**src/rtl/apb_pkg.sv**
```systemverilog
// Shared types and defaults for the APB multi-channel bridge.
package apb_pkg;

  localparam int APB_ADDR_WIDTH  = 32;
  localparam int APB_DATA_WIDTH  = 32;
  localparam int APB_PSTRB_WIDTH = APB_DATA_WIDTH / 8;

  typedef enum logic [1:0] {
    IDLE,
    BUSY,
    DONE,
    ERR
  } apb_bridge_state_e;

  typedef enum logic [2:0] {
    ERR_NONE,
    ERR_DECODE,
    ERR_SECURE,
    ERR_STRB,
    ERR_TIMEOUT
  } apb_err_cause_e;

  // Channel index width, never zero so a single-channel build still has a legal vector.
  function automatic int idx_bits(input int n);
    return (n > 1) ? $clog2(n) : 1;
  endfunction

endpackage

```
**src/rtl/apb_multi_slave_bridge_if.sv**
```systemverilog
// APB4 completer-side bus bundle; the master modport is the interconnect, slave is the bridge.
interface apb_multi_slave_bridge_if
  import apb_pkg::*;
#(
  parameter int ADDR_WIDTH  = APB_ADDR_WIDTH,
  parameter int DATA_WIDTH  = APB_DATA_WIDTH,
  parameter int PSTRB_WIDTH = DATA_WIDTH / 8
) ();

  logic [ADDR_WIDTH-1:0]  PADDR;
  logic [2:0]             PPROT;
  logic                   PSELx;
  logic                   PENABLE;
  logic                   PWRITE;
  logic [DATA_WIDTH-1:0]  PWDATA;
  logic [PSTRB_WIDTH-1:0] PSTRB;
  logic [DATA_WIDTH-1:0]  PRDATA;
  logic                   PREADY;
  logic                   PSLVERR;

  modport master (
    output PADDR, PPROT, PSELx, PENABLE, PWRITE, PWDATA, PSTRB,
    input  PRDATA, PREADY, PSLVERR
  );

  modport slave (
    input  PADDR, PPROT, PSELx, PENABLE, PWRITE, PWDATA, PSTRB,
    output PRDATA, PREADY, PSLVERR
  );

endinterface

```
**src/rtl/apb_addr_decoder.sv**
```systemverilog
// Combinational channel select plus legality checks for an incoming APB setup phase.
module apb_addr_decoder
  import apb_pkg::*;
#(
  parameter int ADDR_WIDTH   = APB_ADDR_WIDTH,
  parameter int PSTRB_WIDTH  = APB_PSTRB_WIDTH,
  parameter int NUM_CH       = 4,
  parameter int CH_ADDR_BITS = 12,
  parameter logic [NUM_CH-1:0] SECURE_MASK = '0
) (
  input  logic [ADDR_WIDTH-1:0]        paddr,
  input  logic                         pprot_ns,
  input  logic                         pwrite,
  input  logic [PSTRB_WIDTH-1:0]       pstrb,
  output logic [idx_bits(NUM_CH)-1:0]  ch_idx,
  output apb_err_cause_e               err_cause
);

  localparam int CH_W       = idx_bits(NUM_CH);
  localparam int FIELD_BITS = $clog2(NUM_CH);

  logic upper_nonzero;
  logic ch_out_of_range;

  assign ch_idx          = CH_W'(paddr >> CH_ADDR_BITS);
  assign upper_nonzero   = (paddr >> (CH_ADDR_BITS + FIELD_BITS)) != '0;
  assign ch_out_of_range = 32'(ch_idx) >= NUM_CH;

  // Address problems take priority so the secure mask is never indexed out of range.
  always_comb begin
    err_cause = ERR_NONE;
    if (upper_nonzero || ch_out_of_range) begin
      err_cause = ERR_DECODE;
    end else if (pprot_ns && SECURE_MASK[ch_idx]) begin
      err_cause = ERR_SECURE;
    end else if (!pwrite && (pstrb != '0)) begin
      err_cause = ERR_STRB;
    end
  end

endmodule

```
**src/rtl/apb_multi_slave_bridge.sv**
```systemverilog
// APB4 completer fanning out to NUM_CH ready/readData peripherals, with decode,
// secure, strobe and wait-state timeout checks reported through PSLVERR.
module apb_multi_slave_bridge
  import apb_pkg::*;
#(
  parameter int ADDR_WIDTH   = APB_ADDR_WIDTH,
  parameter int DATA_WIDTH   = APB_DATA_WIDTH,
  parameter int PSTRB_WIDTH  = DATA_WIDTH / 8,
  parameter int NUM_CH       = 4,
  parameter int CH_ADDR_BITS = 12,
  parameter int TIMEOUT      = 16,
  parameter logic [NUM_CH-1:0] SECURE_MASK = '0
) (
  input  logic                         clk,
  input  logic                         PRESETn,
  apb_multi_slave_bridge_if.slave      apb,
  output logic [NUM_CH-1:0]            ch_enable,
  output logic                         ch_write_read,
  output logic [CH_ADDR_BITS-1:0]      ch_address,
  output logic [DATA_WIDTH-1:0]        ch_writeData,
  output logic [PSTRB_WIDTH-1:0]       ch_strb,
  input  logic [NUM_CH-1:0]            ch_ready,
  input  logic [NUM_CH*DATA_WIDTH-1:0] ch_readData
);

  localparam int  CH_W       = idx_bits(NUM_CH);
  localparam int  CNT_W      = (TIMEOUT > 1) ? $clog2(TIMEOUT) : 1;
  localparam bit  TIMEOUT_EN = (TIMEOUT != 0);
  localparam logic [CNT_W-1:0] CNT_LAST = CNT_W'(TIMEOUT - 1);

  apb_bridge_state_e     state_q, state_d;
  apb_err_cause_e        dec_cause;
  apb_err_cause_e        err_cause_q;
  logic [CH_W-1:0]       dec_ch;
  logic [CH_W-1:0]       ch_idx_q;
  logic [CNT_W-1:0]      cnt_q;
  logic [DATA_WIDTH-1:0] prdata_q;
  logic                  setup;
  logic                  sel_ready;
  logic                  timeout_hit;
  logic                  pready_int;
  logic                  pslverr_int;
  logic                  unused_pprot;

  apb_addr_decoder #(
    .ADDR_WIDTH   (ADDR_WIDTH),
    .PSTRB_WIDTH  (PSTRB_WIDTH),
    .NUM_CH       (NUM_CH),
    .CH_ADDR_BITS (CH_ADDR_BITS),
    .SECURE_MASK  (SECURE_MASK)
  ) u_decoder (
    .paddr     (apb.PADDR),
    .pprot_ns  (apb.PPROT[1]),
    .pwrite    (apb.PWRITE),
    .pstrb     (apb.PSTRB),
    .ch_idx    (dec_ch),
    .err_cause (dec_cause)
  );

  assign unused_pprot = ^{apb.PPROT[2], apb.PPROT[0]};

  assign setup       = apb.PSELx && !apb.PENABLE;
  assign sel_ready   = ch_ready[ch_idx_q];
  assign timeout_hit = TIMEOUT_EN && (cnt_q == CNT_LAST);

  always_ff @(posedge clk or negedge PRESETn) begin
    if (!PRESETn) begin
      state_q <= IDLE;
    end else begin
      state_q <= state_d;
    end
  end

  // A dropped PSELx mid-wait abandons the transfer silently; ready wins over timeout.
  always_comb begin
    state_d = state_q;
    case (state_q)
      IDLE: begin
        if (setup) begin
          state_d = (dec_cause != ERR_NONE) ? ERR : BUSY;
        end
      end
      BUSY: begin
        if (!apb.PSELx) begin
          state_d = IDLE;
        end else if (sel_ready || timeout_hit) begin
          state_d = DONE;
        end
      end
      DONE:    state_d = IDLE;
      ERR:     state_d = IDLE;
      default: state_d = IDLE;
    endcase
  end

  always_ff @(posedge clk or negedge PRESETn) begin
    if (!PRESETn) begin
      ch_idx_q      <= '0;
      ch_write_read <= 1'b0;
      ch_address    <= '0;
      ch_writeData  <= '0;
      ch_strb       <= '0;
      prdata_q      <= '0;
      err_cause_q   <= ERR_NONE;
      cnt_q         <= '0;
    end else begin
      case (state_q)
        IDLE: begin
          if (setup) begin
            ch_idx_q      <= dec_ch;
            ch_write_read <= apb.PWRITE;
            ch_address    <= apb.PADDR[CH_ADDR_BITS-1:0];
            ch_writeData  <= apb.PWDATA;
            ch_strb       <= apb.PSTRB;
            err_cause_q   <= dec_cause;
            cnt_q         <= '0;
            if (dec_cause != ERR_NONE) begin
              prdata_q <= '0;
            end
          end
        end
        BUSY: begin
          if (!apb.PSELx) begin
            cnt_q <= '0;
          end else if (sel_ready) begin
            prdata_q <= ch_write_read ? '0 : ch_readData[ch_idx_q*DATA_WIDTH +: DATA_WIDTH];
            cnt_q    <= '0;
          end else if (timeout_hit) begin
            prdata_q    <= '0;
            err_cause_q <= ERR_TIMEOUT;
            cnt_q       <= '0;
          end else begin
            cnt_q <= cnt_q + 1'b1;
          end
        end
        default: ;
      endcase
    end
  end

  // Response flags decode straight from registered state, keeping PREADY off any input path.
  always_comb begin
    ch_enable   = '0;
    pready_int  = 1'b0;
    pslverr_int = 1'b0;
    case (state_q)
      BUSY: ch_enable[ch_idx_q] = 1'b1;
      DONE: begin
        pready_int  = 1'b1;
        pslverr_int = (err_cause_q != ERR_NONE);
      end
      ERR: begin
        pready_int  = 1'b1;
        pslverr_int = 1'b1;
      end
      default: ;
    endcase
  end

  assign apb.PREADY  = pready_int;
  assign apb.PSLVERR = pslverr_int;
  assign apb.PRDATA  = prdata_q;

endmodule

```
**src/flat_wrapper.sv**
```systemverilog
// flat-port wrapper written by rule: the top's interface ports become plain ports
module apb_multi_slave_bridge_flat import apb_pkg::*;
#(
  parameter int ADDR_WIDTH   = APB_ADDR_WIDTH,
  parameter int DATA_WIDTH   = APB_DATA_WIDTH,
  parameter int PSTRB_WIDTH  = DATA_WIDTH / 8,
  parameter int NUM_CH       = 4,
  parameter int CH_ADDR_BITS = 12,
  parameter int TIMEOUT      = 16,
  parameter logic [NUM_CH-1:0] SECURE_MASK = '0
)
  (clk, PRESETn, ch_enable, ch_write_read, ch_address, ch_writeData, ch_strb, ch_ready, ch_readData, apb_PADDR, apb_PPROT, apb_PSELx, apb_PENABLE, apb_PWRITE, apb_PWDATA, apb_PSTRB, apb_PRDATA, apb_PREADY, apb_PSLVERR);
  apb_multi_slave_bridge_if #(.ADDR_WIDTH(ADDR_WIDTH), .DATA_WIDTH(DATA_WIDTH), .PSTRB_WIDTH(PSTRB_WIDTH)) apb_i ();
  input  logic clk;
  input  logic PRESETn;
  output logic [NUM_CH-1:0] ch_enable;
  output logic ch_write_read;
  output logic [CH_ADDR_BITS-1:0] ch_address;
  output logic [DATA_WIDTH-1:0] ch_writeData;
  output logic [PSTRB_WIDTH-1:0] ch_strb;
  input  logic [NUM_CH-1:0] ch_ready;
  input  logic [NUM_CH*DATA_WIDTH-1:0] ch_readData;
  input wire logic [$bits(apb_i.PADDR)-1:0] apb_PADDR;
  input wire logic [$bits(apb_i.PPROT)-1:0] apb_PPROT;
  input wire logic [$bits(apb_i.PSELx)-1:0] apb_PSELx;
  input wire logic [$bits(apb_i.PENABLE)-1:0] apb_PENABLE;
  input wire logic [$bits(apb_i.PWRITE)-1:0] apb_PWRITE;
  input wire logic [$bits(apb_i.PWDATA)-1:0] apb_PWDATA;
  input wire logic [$bits(apb_i.PSTRB)-1:0] apb_PSTRB;
  output wire logic [$bits(apb_i.PRDATA)-1:0] apb_PRDATA;
  output wire logic [$bits(apb_i.PREADY)-1:0] apb_PREADY;
  output wire logic [$bits(apb_i.PSLVERR)-1:0] apb_PSLVERR;
  assign apb_i.PADDR = apb_PADDR;
  assign apb_i.PPROT = apb_PPROT;
  assign apb_i.PSELx = apb_PSELx;
  assign apb_i.PENABLE = apb_PENABLE;
  assign apb_i.PWRITE = apb_PWRITE;
  assign apb_i.PWDATA = apb_PWDATA;
  assign apb_i.PSTRB = apb_PSTRB;
  assign apb_PRDATA = apb_i.PRDATA;
  assign apb_PREADY = apb_i.PREADY;
  assign apb_PSLVERR = apb_i.PSLVERR;
  apb_multi_slave_bridge #(.ADDR_WIDTH(ADDR_WIDTH), .DATA_WIDTH(DATA_WIDTH), .PSTRB_WIDTH(PSTRB_WIDTH), .NUM_CH(NUM_CH), .CH_ADDR_BITS(CH_ADDR_BITS), .TIMEOUT(TIMEOUT), .SECURE_MASK(SECURE_MASK)) u_core (.clk(clk), .PRESETn(PRESETn), .apb(apb_i), .ch_enable(ch_enable), .ch_write_read(ch_write_read), .ch_address(ch_address), .ch_writeData(ch_writeData), .ch_strb(ch_strb), .ch_ready(ch_ready), .ch_readData(ch_readData));
endmodule
```
**config.mk**
```make
export PLATFORM = sky130hd
export DESIGN_NAME = apb_multi_slave_bridge_flat
export DESIGN_NICKNAME = d
export VERILOG_FILES = /design/src/rtl/apb_pkg.sv /design/src/rtl/apb_multi_slave_bridge_if.sv /design/src/rtl/apb_addr_decoder.sv /design/src/rtl/apb_multi_slave_bridge.sv /design/src/flat_wrapper.sv
export SDC_FILE = /design/constraint.sdc
export NUM_CORES = 1
export LEC_CHECK = 0
export CAP_MARGIN = 5
export CORE_UTILIZATION = 38
export CTS_BUF_LIST = sky130_fd_sc_hd__clkbuf_16
export DETAILED_ROUTE_END_ITERATION = 10
export GPL_TIMING_DRIVEN = 0
export PLACE_DENSITY_LB_ADDON = 0.05
export SYNTH_ARGS = -nofsm -noshare
export SYNTH_HDL_FRONTEND = slang
export SYNTH_SLANG_ARGS = --single-unit
```
**constraint.sdc**
```tcl
create_clock -name clk -period 2.45 [get_ports clk]
set_clock_uncertainty 0.15 [all_clocks]
set_input_delay 0.49 -clock clk [delete_from_list [all_inputs] [get_ports clk]]
set_output_delay 0.49 -clock clk [all_outputs]
set_load 0.02 [all_outputs]
```
After elaboration in Yosys (flattened, before gate mapping)
Cells that the tools add are included.
W data, S select, Z words.
{ "op_classes": {"n_addsub": 1, "order_cmp": 3, "n_eq_ne": 11, "n_shift": 1, "mux": 34, "n_reduce_logical": 19} }
{ "ops": {"columns": ["cell", "count"], "rows": [
  ["$mux W32", 6],
  ["$shiftx A128 B8 Y32", 1],
  ["$pmux W32 S2", 1],
  ["$reduce_bool A32 Y1", 1],
  ["$mux W4", 5],
  ["$mux W3", 6],
  ["$mux W2", 5],
  ["$reduce_and A5 Y1", 2],
  ["$pmux W4 S2", 1],
  ["$lt A2 B3 Y1 const B", 2],
  ["$ne A2 B1 Y1 const B", 3],
  ["$pmux W2 S3", 1],
  ["$pmux W3 S2", 1],
  ["$reduce_and A2 Y1", 3],
  ["$reduce_bool A3 Y1", 2],
  ["$add A4 B1 Y4 const B", 1],
  ["$bmux W1 S2", 2],
  ["$eq A2 B2 Y1 const B", 2],
  ["$eq A4 B4 Y1 const B", 1],
  ["$logic_and A1 B1 Y1", 4],
  ["$mux W1", 4],
  ["$ne A2 B2 Y1 const B", 2],
  ["$reduce_bool A4 Y1", 1],
  ["$ne A3 B1 Y1 const B", 1],
  ["10 further kinds", 11]
]} }
{ "word_totals": {"register_bits": 92, "output_inout_bits": 87, "elab_cells": 78} }

Depth between registers and ports, before layout
Gate-level depths: netlist of the first run.
{ "depth": {"word_depth": 9, "mapped_depth": 7} }

Modules after synthesis
From an unflattened synthesis of the first run, not the netlist that was laid out.
{ "hier_totals": {"cells_unflattened": 326, "hier_area_um2": 4702.0} }
{ "modules_own_cells": {"columns": ["module", "n_inst", "cells_each", "area_per_inst_um2", "seq_area_each_um2"], "rows": [
  ["apb_multi_slave_bridge", 1, 311, 4609.4, 2302.2],
  ["apb_addr_decoder", 1, 15, 92.6, 0.0]
]} }

Worst setup path after synthesis of the first run
OpenSTA, ideal clock, no wires.
{ "synth_path": {"path_type": "input-to-reg", "start": "input apb_PADDR[15]", "end": "register u_core.prdata_q[0], in the netlist u_core.apb.PRDATA[0]", "setup_ns": 0.125, "arrival_time_ns": 1.817, "required_time_ns": 2.175, "slack_ns": 0.358, "path_stages": 6, "n_path_buf": 1, "path_cell_list": "nor4_1 > nand3_1 > nor4b_4 > nor3_4 > buf_6 > mux2_4"} }
{ "synth_via": {"elab_chain_len": 5} }
{ "synth_lines": {"columns": ["element", "line", "text"], "rows": [
  ["start, declared", "flat_wrapper.sv:23", "input wire logic [$bits(apb_i.PADDR)-1:0] apb_PADDR;"],
  ["$reduce_bool A32 Y1", "apb_addr_decoder.sv:26", "assign upper_nonzero = (paddr >> (CH_ADDR_BITS + FIELD_BITS)) != '0;"],
  ["$mux W3", "apb_addr_decoder.sv:32", "if (upper_nonzero || ch_out_of_range) begin"],
  ["$reduce_bool A3 Y1", "apb_multi_slave_bridge.sv:117", "if (dec_cause != ERR_NONE) begin"],
  ["$ne A2 B1 Y1 (no line)", null, null],
  ["$reduce_and A5 Y1 (no line)", null, null],
  ["end signal, assigned", "apb_multi_slave_bridge.sv:126", "prdata_q <= ch_write_read ? '0 : ch_readData[ch_idx_q*DATA_WIDTH +: DATA_WIDTH];"],
  ["end, declared", "apb_multi_slave_bridge.sv:37", "logic [DATA_WIDTH-1:0] prdata_q;"]
]} }
No other way between the ends.
A chain may end at the register's enable or synchronous reset.

Worst setup path after layout of the first run
{ "layout_path": {"start": "input apb_PADDR[15]", "end": "register u_core.prdata_q[16], in the netlist u_core.apb.PRDATA[16]"} }
The elaborated chain is that of the path after synthesis.

==> metrics.cfg, run 1 <==
[sta]
setup_violations = 0
worst_slew_pin_slew_ns = 0.549
hold_viol = 0
period_share = 0.952
fmax_ghz = 0.429
slew_headroom = 0.634
finalMaxSlewViolations = 0
final.min_clock_period_ns = 2.33
setup_slack_ns = 0.119
timing.hold.ws_ns = 0.319
final.setup.tns_ns = 0
grt_setup_unrepaired = no

[run]
drv_cap = 0

[global_route]
grt_max_degree = 60
antenna_found_initial = 0
grt_pass1_wl_um = 22000
grt_pass1_vias = 4276
overflow = 0
grtUsageTotal = 0.224

[drt]
wire_per_inst_um = 18.1
num_vias = 3947
via_per_inst = 4.98
drc = 0
wirelength_um = 14300
firstDrtPassIters = 4
ant_nets = 0
first_iter_violations = 96

[placement]
io_buffers = 291
gp_congestion = 0.742
pre_cts_ws_ns = -0.290
hpwl_um = 11600

[layout]
area_delta_synth_final_pct = 73.0
layout.nets = 829
drive_gt1_frac = 0.234
fillCellCount = 945
diodes = 0

[worst_setup_path]
arrival_ns = 2.40
cp_data_required_time_ns = 2.52
ff2ff_path_depth = 5
startpoint = apb_PADDR[15]
r2r_setup_slack_ns = 0.20
r2r-start = u_core.ch_idx_q[0]$_DFFE_PN0P_
critPathCaptureType = flop
crit_path_start_kind = input port
cp-endpoint = u_core.apb.PRDATA[16]$_DFFE_PN0P_
path_max_fanout = 10
worstReg2RegEnd = u_core.apb.PRDATA[27]$_DFFE_PN0P_
timing_worst_setup_path_type = in2reg

[synthesis]
synth_cell_type_count = 38
synth-edff-count = 0
ys_seq_elements = 92
async_flop_share = 1.00
synth_area_sq_mm = 0.00478
synth_area_per_cell_sq_um = 15.0
netlist_instances = 318
synth_nets = 527
synth.yosys.seq_area_share = 0.482
ys.flop_type = dfrtp_1
ys_warn_count = 0

[power]
p_per_area_mw_per_mm2 = 711
power_mw = 5.88
pwr-share-seq = 0.335
p_leak_nw = 3.49
combinationalPowerShare = 0.410
switching_share = 0.303
p_int_mw = 4.10
max-vdd-ir-drop_uv = 408
clockPowerShare = 0.255
p_sw_mw = 1.78

[floorplanning]
initial_utilization = 0.395
die_area_sq_mm = 0.0130
io_pins = 295
core_sq_mm = 0.0121
die_h_um = 114
rows = 40
chipWidth_um = 114

[cts]
clock_path_buffers = 2
cts.sinks = 92
cts_setup_buffers = 0
cts_tree = done
cts_root_buf = clkbuf_16
numCtsBuffers = 9
clk_pin_slew_ns = 0.06
clkLatencyLatePin_ns = 0.34
htreeDepth = 3

[worst_hold_path]
hold_path.class = reg2reg

[outcome]
status = completed

layout make-up:
cell class              instances  area, sq um  area share
repair buffers                293         2940       0.356
well taps                     168          210      0.0254
clock inverters                 7         97.6      0.0118
inverters                       2         7.51    0.000908
plain buffers                  22          136      0.0165
multi-input cells             200         2350       0.284
flip-flops and latches         92         2300       0.278
clock buffers                   9          225      0.0272
through the flow:
stage	util	cells	area, sq um
after detailed placement	0.654	778	7930
after CTS	0.682	793	8260
after floorplan	-	318	4780
final	0.683	793	8270
after global routing	0.683	793	8270
after global placement	0.652	777	7900
worst min-delay path by stage:
stage,depth (start not counted),slack (ns),endpoint,startpoint
after global routing,2,0.33,u_core.err_cause_q[0]$_DFFE_PN0P_,u_core.err_cause_q[0]$_DFFE_PN0P_
after floorplan,0,0.04,u_core.apb.PRDATA[0]$_DFFE_PN0P_,PRESETn
final,2,0.32,u_core.err_cause_q[0]$_DFFE_PN0P_,u_core.err_cause_q[0]$_DFFE_PN0P_
after CTS,2,0.32,u_core.err_cause_q[0]$_DFFE_PN0P_,u_core.err_cause_q[0]$_DFFE_PN0P_
after global placement,2,0.31,u_core.err_cause_q[0]$_DFFE_PN0P_,u_core.err_cause_q[0]$_DFFE_PN0P_
after detailed placement,2,0.31,u_core.err_cause_q[0]$_DFFE_PN0P_,u_core.err_cause_q[0]$_DFFE_PN0P_
state kept, by name (all words and copies together), names as in the netlist:
name,count
u_core.ch_strb,4
u_core.ch_writeData,32
u_core.ch_idx_q,2
u_core.apb.PRDATA,32
u_core.cnt_q,4
u_core.state_q,2
u_core.err_cause_q,3
u_core.ch_write_read,1
u_core.ch_address,12
layer usage:
| layer | track usage | up-vias | wire [um] |
|---|---|---|---|
| met5 | 0 | - | 0 |
| li1 | - | 1822 | - |
| met2 | 0.413 | 187 | 7640 |
| met4 | 0.0944 | 0 | 388 |
| met3 | 0.0609 | 25 | 1200 |
| met1 | 0.241 | 1913 | 5110 |
repair_timing:
| item | CTS | global route |
|---|---|---|
| gates resized for setup | 9 | 2 |
| setup endpoints to repair | 5 | 8 |
| cloned | 0 | 0 |
| pin swaps | 0 | 2 |
| endpoints found under the hold margin | 33 | 0 |
| hold buffers | 1 | 0 |
cell usage in the layout (no fill, tap or decap), drive strengths merged:
cell type	n
o21bai	1
or2	1
and4b	1
nor2	5
o31ai	1
nand4	1
nor3b	4
nor2b	1
nor4	5
a21boi	1
a21o	1
dlygate4sd3	1
nor4b	1
clkinv	2
a21oi	2
clkdlybuf4s50	285
nand2b	3
o21ai	5
nand2	9
clkinvlp	1
o41a	1
inv	4
o41ai	1
clkbuf	18
bufinv	2
and3	32
mux2	83
ha	1
buf	15
nand3	2
nor3	3
o22ai	1
dfrtp	92
mux4	33
dlygate4sd2	5
a22o	1
critical path, cell delays in order:
cell             delay [ns]
clkdlybuf4s50_1        0.40
nor4_1                 0.28
nand3_1                0.25
nor4b_4                0.36
nor3_4                 0.12
buf_6                  0.18
mux2_4                 0.30
power by group through the flow:
stage / clock network [mW] / logic [mW] / registers [mW]
finish: 1.50 / 2.41 / 1.97
global route: 1.61 / 2.56 / 2.01
CTS: 1.55 / 2.44 / 1.97
detailed placement: 0 / 2.44 / 1.99
global placement: 0 / 2.40 / 1.98
floorplan: 0 / 0.946 / 2.32
synthesized netlist by cell type, types with 5 or more instances:
cell,number,share of area
dfrtp_1,92,0.48
mux2_4,29,0.091
nand2_1,9,0.0071
o21ai_0,5,0.0052
clkbuf_1,9,0.0071
mux2_2,47,0.11
mux2_1,7,0.016
and3_1,32,0.042
mux4_2,33,0.16
nor2_1,5,0.0039
nor4_1,5,0.0065
buf_2,9,0.0094
kinds of logic after synthesis:
family	share of synthesized area
AOI/OAI and AO/OA	0.0223
muxes	0.374
adders and majority gates	0.00262
and+or+nand+nor	0.0903
buffers and inverters	0.0291
DFF	0.482
Power figures use the tool's default switching activity.
==> run 2: changes to the inputs <==
--- a/config.mk
+++ b/config.mk
@@ -8,2 +8,3 @@
 export CAP_MARGIN = 5
+export CORE_MARGIN = 2
 export CORE_UTILIZATION = 38
@@ -12,3 +13,3 @@
 export GPL_TIMING_DRIVEN = 0
-export PLACE_DENSITY_LB_ADDON = 0.05
+export PLACE_DENSITY_LB_ADDON = 0.08
 export SYNTH_ARGS = -nofsm -noshare
==> constraint.sdc (replaced) <==
create_clock -name clk -period 2.45 [get_ports clk]
set_clock_uncertainty 0.15 [all_clocks]
set_input_delay 0.3675 -clock clk [delete_from_list [all_inputs] [get_ports clk]]
set_output_delay 0.3675 -clock clk [all_outputs]
set_load 0.02 [all_outputs]
==> metrics.cfg, run 2 (synthesis gave the netlist of run 1 again) <==
[global_route]
grtUsageTotal = 0.201  ; was 0.224
grt_pass1_wl_um = 20700  ; was 22000 um
grt_max_degree = 54  ; was 60
grt_pass1_vias = 4171  ; was 4276
antenna_found_initial = 0  ; unchanged
overflow = 0  ; unchanged

[power]
p_leak_nw = 3.48  ; was 3.49 nW
max-vdd-ir-drop_uv = 373  ; was 408 uV
p_per_area_mw_per_mm2 = 706  ; was 711 mW/mm^2
power_mw = 5.83  ; was 5.88 mW

[layout]
stdcell_count = 793  ; unchanged
final_cell_mix = clkdlybuf4s50_1 (287), dfrtp_1 (92), mux2_2 (47)  ; was clkdlybuf4s50_1 (285), dfrtp_1 (92), mux2_2 (47)
final_cell_area_sq_mm = 0.00825  ; was 0.00827 sq mm
area_delta_synth_final_pct = 72.6  ; was 73.0%
layout.nets = 829  ; unchanged
final_common_cell = clkdlybuf4s50_1  ; unchanged
drive_gt1_frac = 0.232  ; was 0.234
fin_util = 0.678  ; was 0.683
diodes = 0  ; unchanged

[sta]
setup_slack_ns = 0.0626  ; was 0.119 ns
slew_headroom = 0.619  ; was 0.634
hold_viol = 0  ; unchanged
finalMaxSlewViolations = 0  ; unchanged
fmax_ghz = 0.419  ; was 0.429 GHz
setup_violations = 0  ; unchanged
final.setup.tns_ns = 0  ; unchanged
worst_slew_pin_slew_ns = 0.571  ; was 0.549 ns
final.min_clock_period_ns = 2.39  ; was 2.33 ns
timing.hold.ws_ns = 0.335  ; was 0.319 ns
period_share = 0.974  ; was 0.952
grt_setup_unrepaired = no  ; unchanged

[cts]
cts.sinks = 92  ; unchanged
clock_path_buffers = 2  ; unchanged
htreeDepth = 3  ; unchanged
cts_tree = done  ; unchanged
cts_root_buf = clkbuf_16  ; unchanged
numCtsBuffers = 9  ; unchanged
clkLatencyLatePin_ns = 0.33  ; was 0.34 ns
clk_pin_slew_ns = 0.06  ; about the same
cts_setup_buffers = 0  ; unchanged

[drt]
ant_nets = 0  ; unchanged
wire_per_inst_um = 17.3  ; was 18.1 um
wirelength_um = 13700  ; was 14300 um
num_vias = 3864  ; was 3947
drc = 0  ; unchanged
first_iter_violations = 119  ; was 96
firstDrtPassIters = 4  ; unchanged
via_per_inst = 4.87  ; was 4.98

[placement]
io_buffers = 291  ; unchanged
gp_congestion = 0.802  ; was 0.742
postPlaceCellArea_sq_mm = 0.00793  ; unchanged
place_inst = 778  ; unchanged
hpwl_um = 11100  ; was 11600 um
pre_cts_ws_ns = -0.202  ; was -0.290 ns

[worst_setup_path]
crit_chain = buf_2 > o41a_1 > clkdlybuf4s50_1  ; was clkdlybuf4s50_1 > nor4_1 > nand3_1 > nor4b_4 > nor3_4 > buf_6 > mux2_4
r2r_setup_slack_ns = 0.19  ; was 0.20 ns
critPathBufInv = 2  ; unchanged
timing_worst_setup_path_type = reg2out  ; was in2reg
critPathCaptureType = output pin  ; was flop
path_max_fanout = 10  ; unchanged
crit_path_start_kind = flop  ; was input port
arrival_ns = 1.87  ; was 2.40 ns
cpMaxStageDelayCell = clkdlybuf4s50_1  ; unchanged
cp_data_required_time_ns = 1.93  ; was 2.52 ns
max_stage_delay_ns = 0.56  ; was 0.40 ns
critical_path.top_delay_family = buffers and inverters  ; was simple AND/OR/NAND/NOR gates

[worst_hold_path]
hold_path.class = reg2reg  ; unchanged

[outcome]
status = completed  ; unchanged

[floorplanning]
io_pins = 295  ; unchanged
rows = 40  ; unchanged
chipWidth_um = 116  ; was 114 um
initial_utilization = 0.393  ; was 0.395
die_area_sq_mm = 0.0135  ; was 0.0130 sq mm
die_h_um = 116  ; was 114 um
core_sq_mm = 0.0122  ; was 0.0121 sq mm

[run]
drv_cap = 0  ; unchanged

run 2: cell types whose count changed in the layout (fill, tap and decap cells not counted), sizes merged:
cell	before	now
clkdlybuf4s50	285	287
dlygate4sd2	5	3
clkinv	2	3
inv	4	3
run 2: area by class of cell:
type / instances / area [sq um]
plain buffers: 22 / 133
clock buffers: 9 / 225
clock inverters: 7 / 90.1
fillers: 924 / 3910
inverters: 2 / 7.51
multi-input cells: 200 / 2340
flip-flops and latches: 92 / 2300
well taps: 168 / 210
repair buffers: 293 / 2940
run 2: timing repair:
item | 4_1_cts | 5_1_grt
resized for setup | 5 | 1
hold buffers | 1 | 0
setup endpoints to repair | 4 | 1
endpoints found under the hold margin | 39 | 0
run 2: report_power, final:
group	internal [mW]	total, mW	switching [mW]
sequential	1.81	1.97	0.154
combinational	1.38	2.39	1.01
clock	0.890	1.47	0.578
run 2: worst register-to-register path, delay by kind of cell (launching register included):
kind                   cells  cell delay (ns)
muxes                      2             0.82
buffers and inverters      2             0.59
DFF                        1             0.40
and+or+nand+nor            1             0.19
run 2: per-layer routing:
| metal | vias up | track usage | part of all wire |
|---|---|---|---|
| met3 | 23 | 0.0529 | 0.084 |
| li1 | 1811 | - | - |
| met4 | 0 | 0.0865 | 0.029 |
| met5 | - | 0 | 0 |
| met1 | 1861 | 0.220 | 0.36 |
| met2 | 169 | 0.369 | 0.52 |
run 2: final timing paths:
path | startpoint | endpoint | cells past startpoint
max | u_core.state_q[0]$_DFFE_PN0P_ | apb_PSLVERR | 3
min | u_core.ch_writeData[8]$_DFFE_PN0P_ | u_core.ch_writeData[8]$_DFFE_PN0P_ | 1
max reg2reg | u_core.ch_idx_q[0]$_DFFE_PN0P_ | u_core.apb.PRDATA[4]$_DFFE_PN0P_ | 5
min reg2reg | u_core.ch_writeData[8]$_DFFE_PN0P_ | u_core.ch_writeData[8]$_DFFE_PN0P_ | 1
max in group asynchronous | PRESETn | u_core.ch_strb[0]$_DFFE_PN0P_ | 3
min in group asynchronous | PRESETn | u_core.ch_writeData[4]$_DFFE_PN0P_ | 2
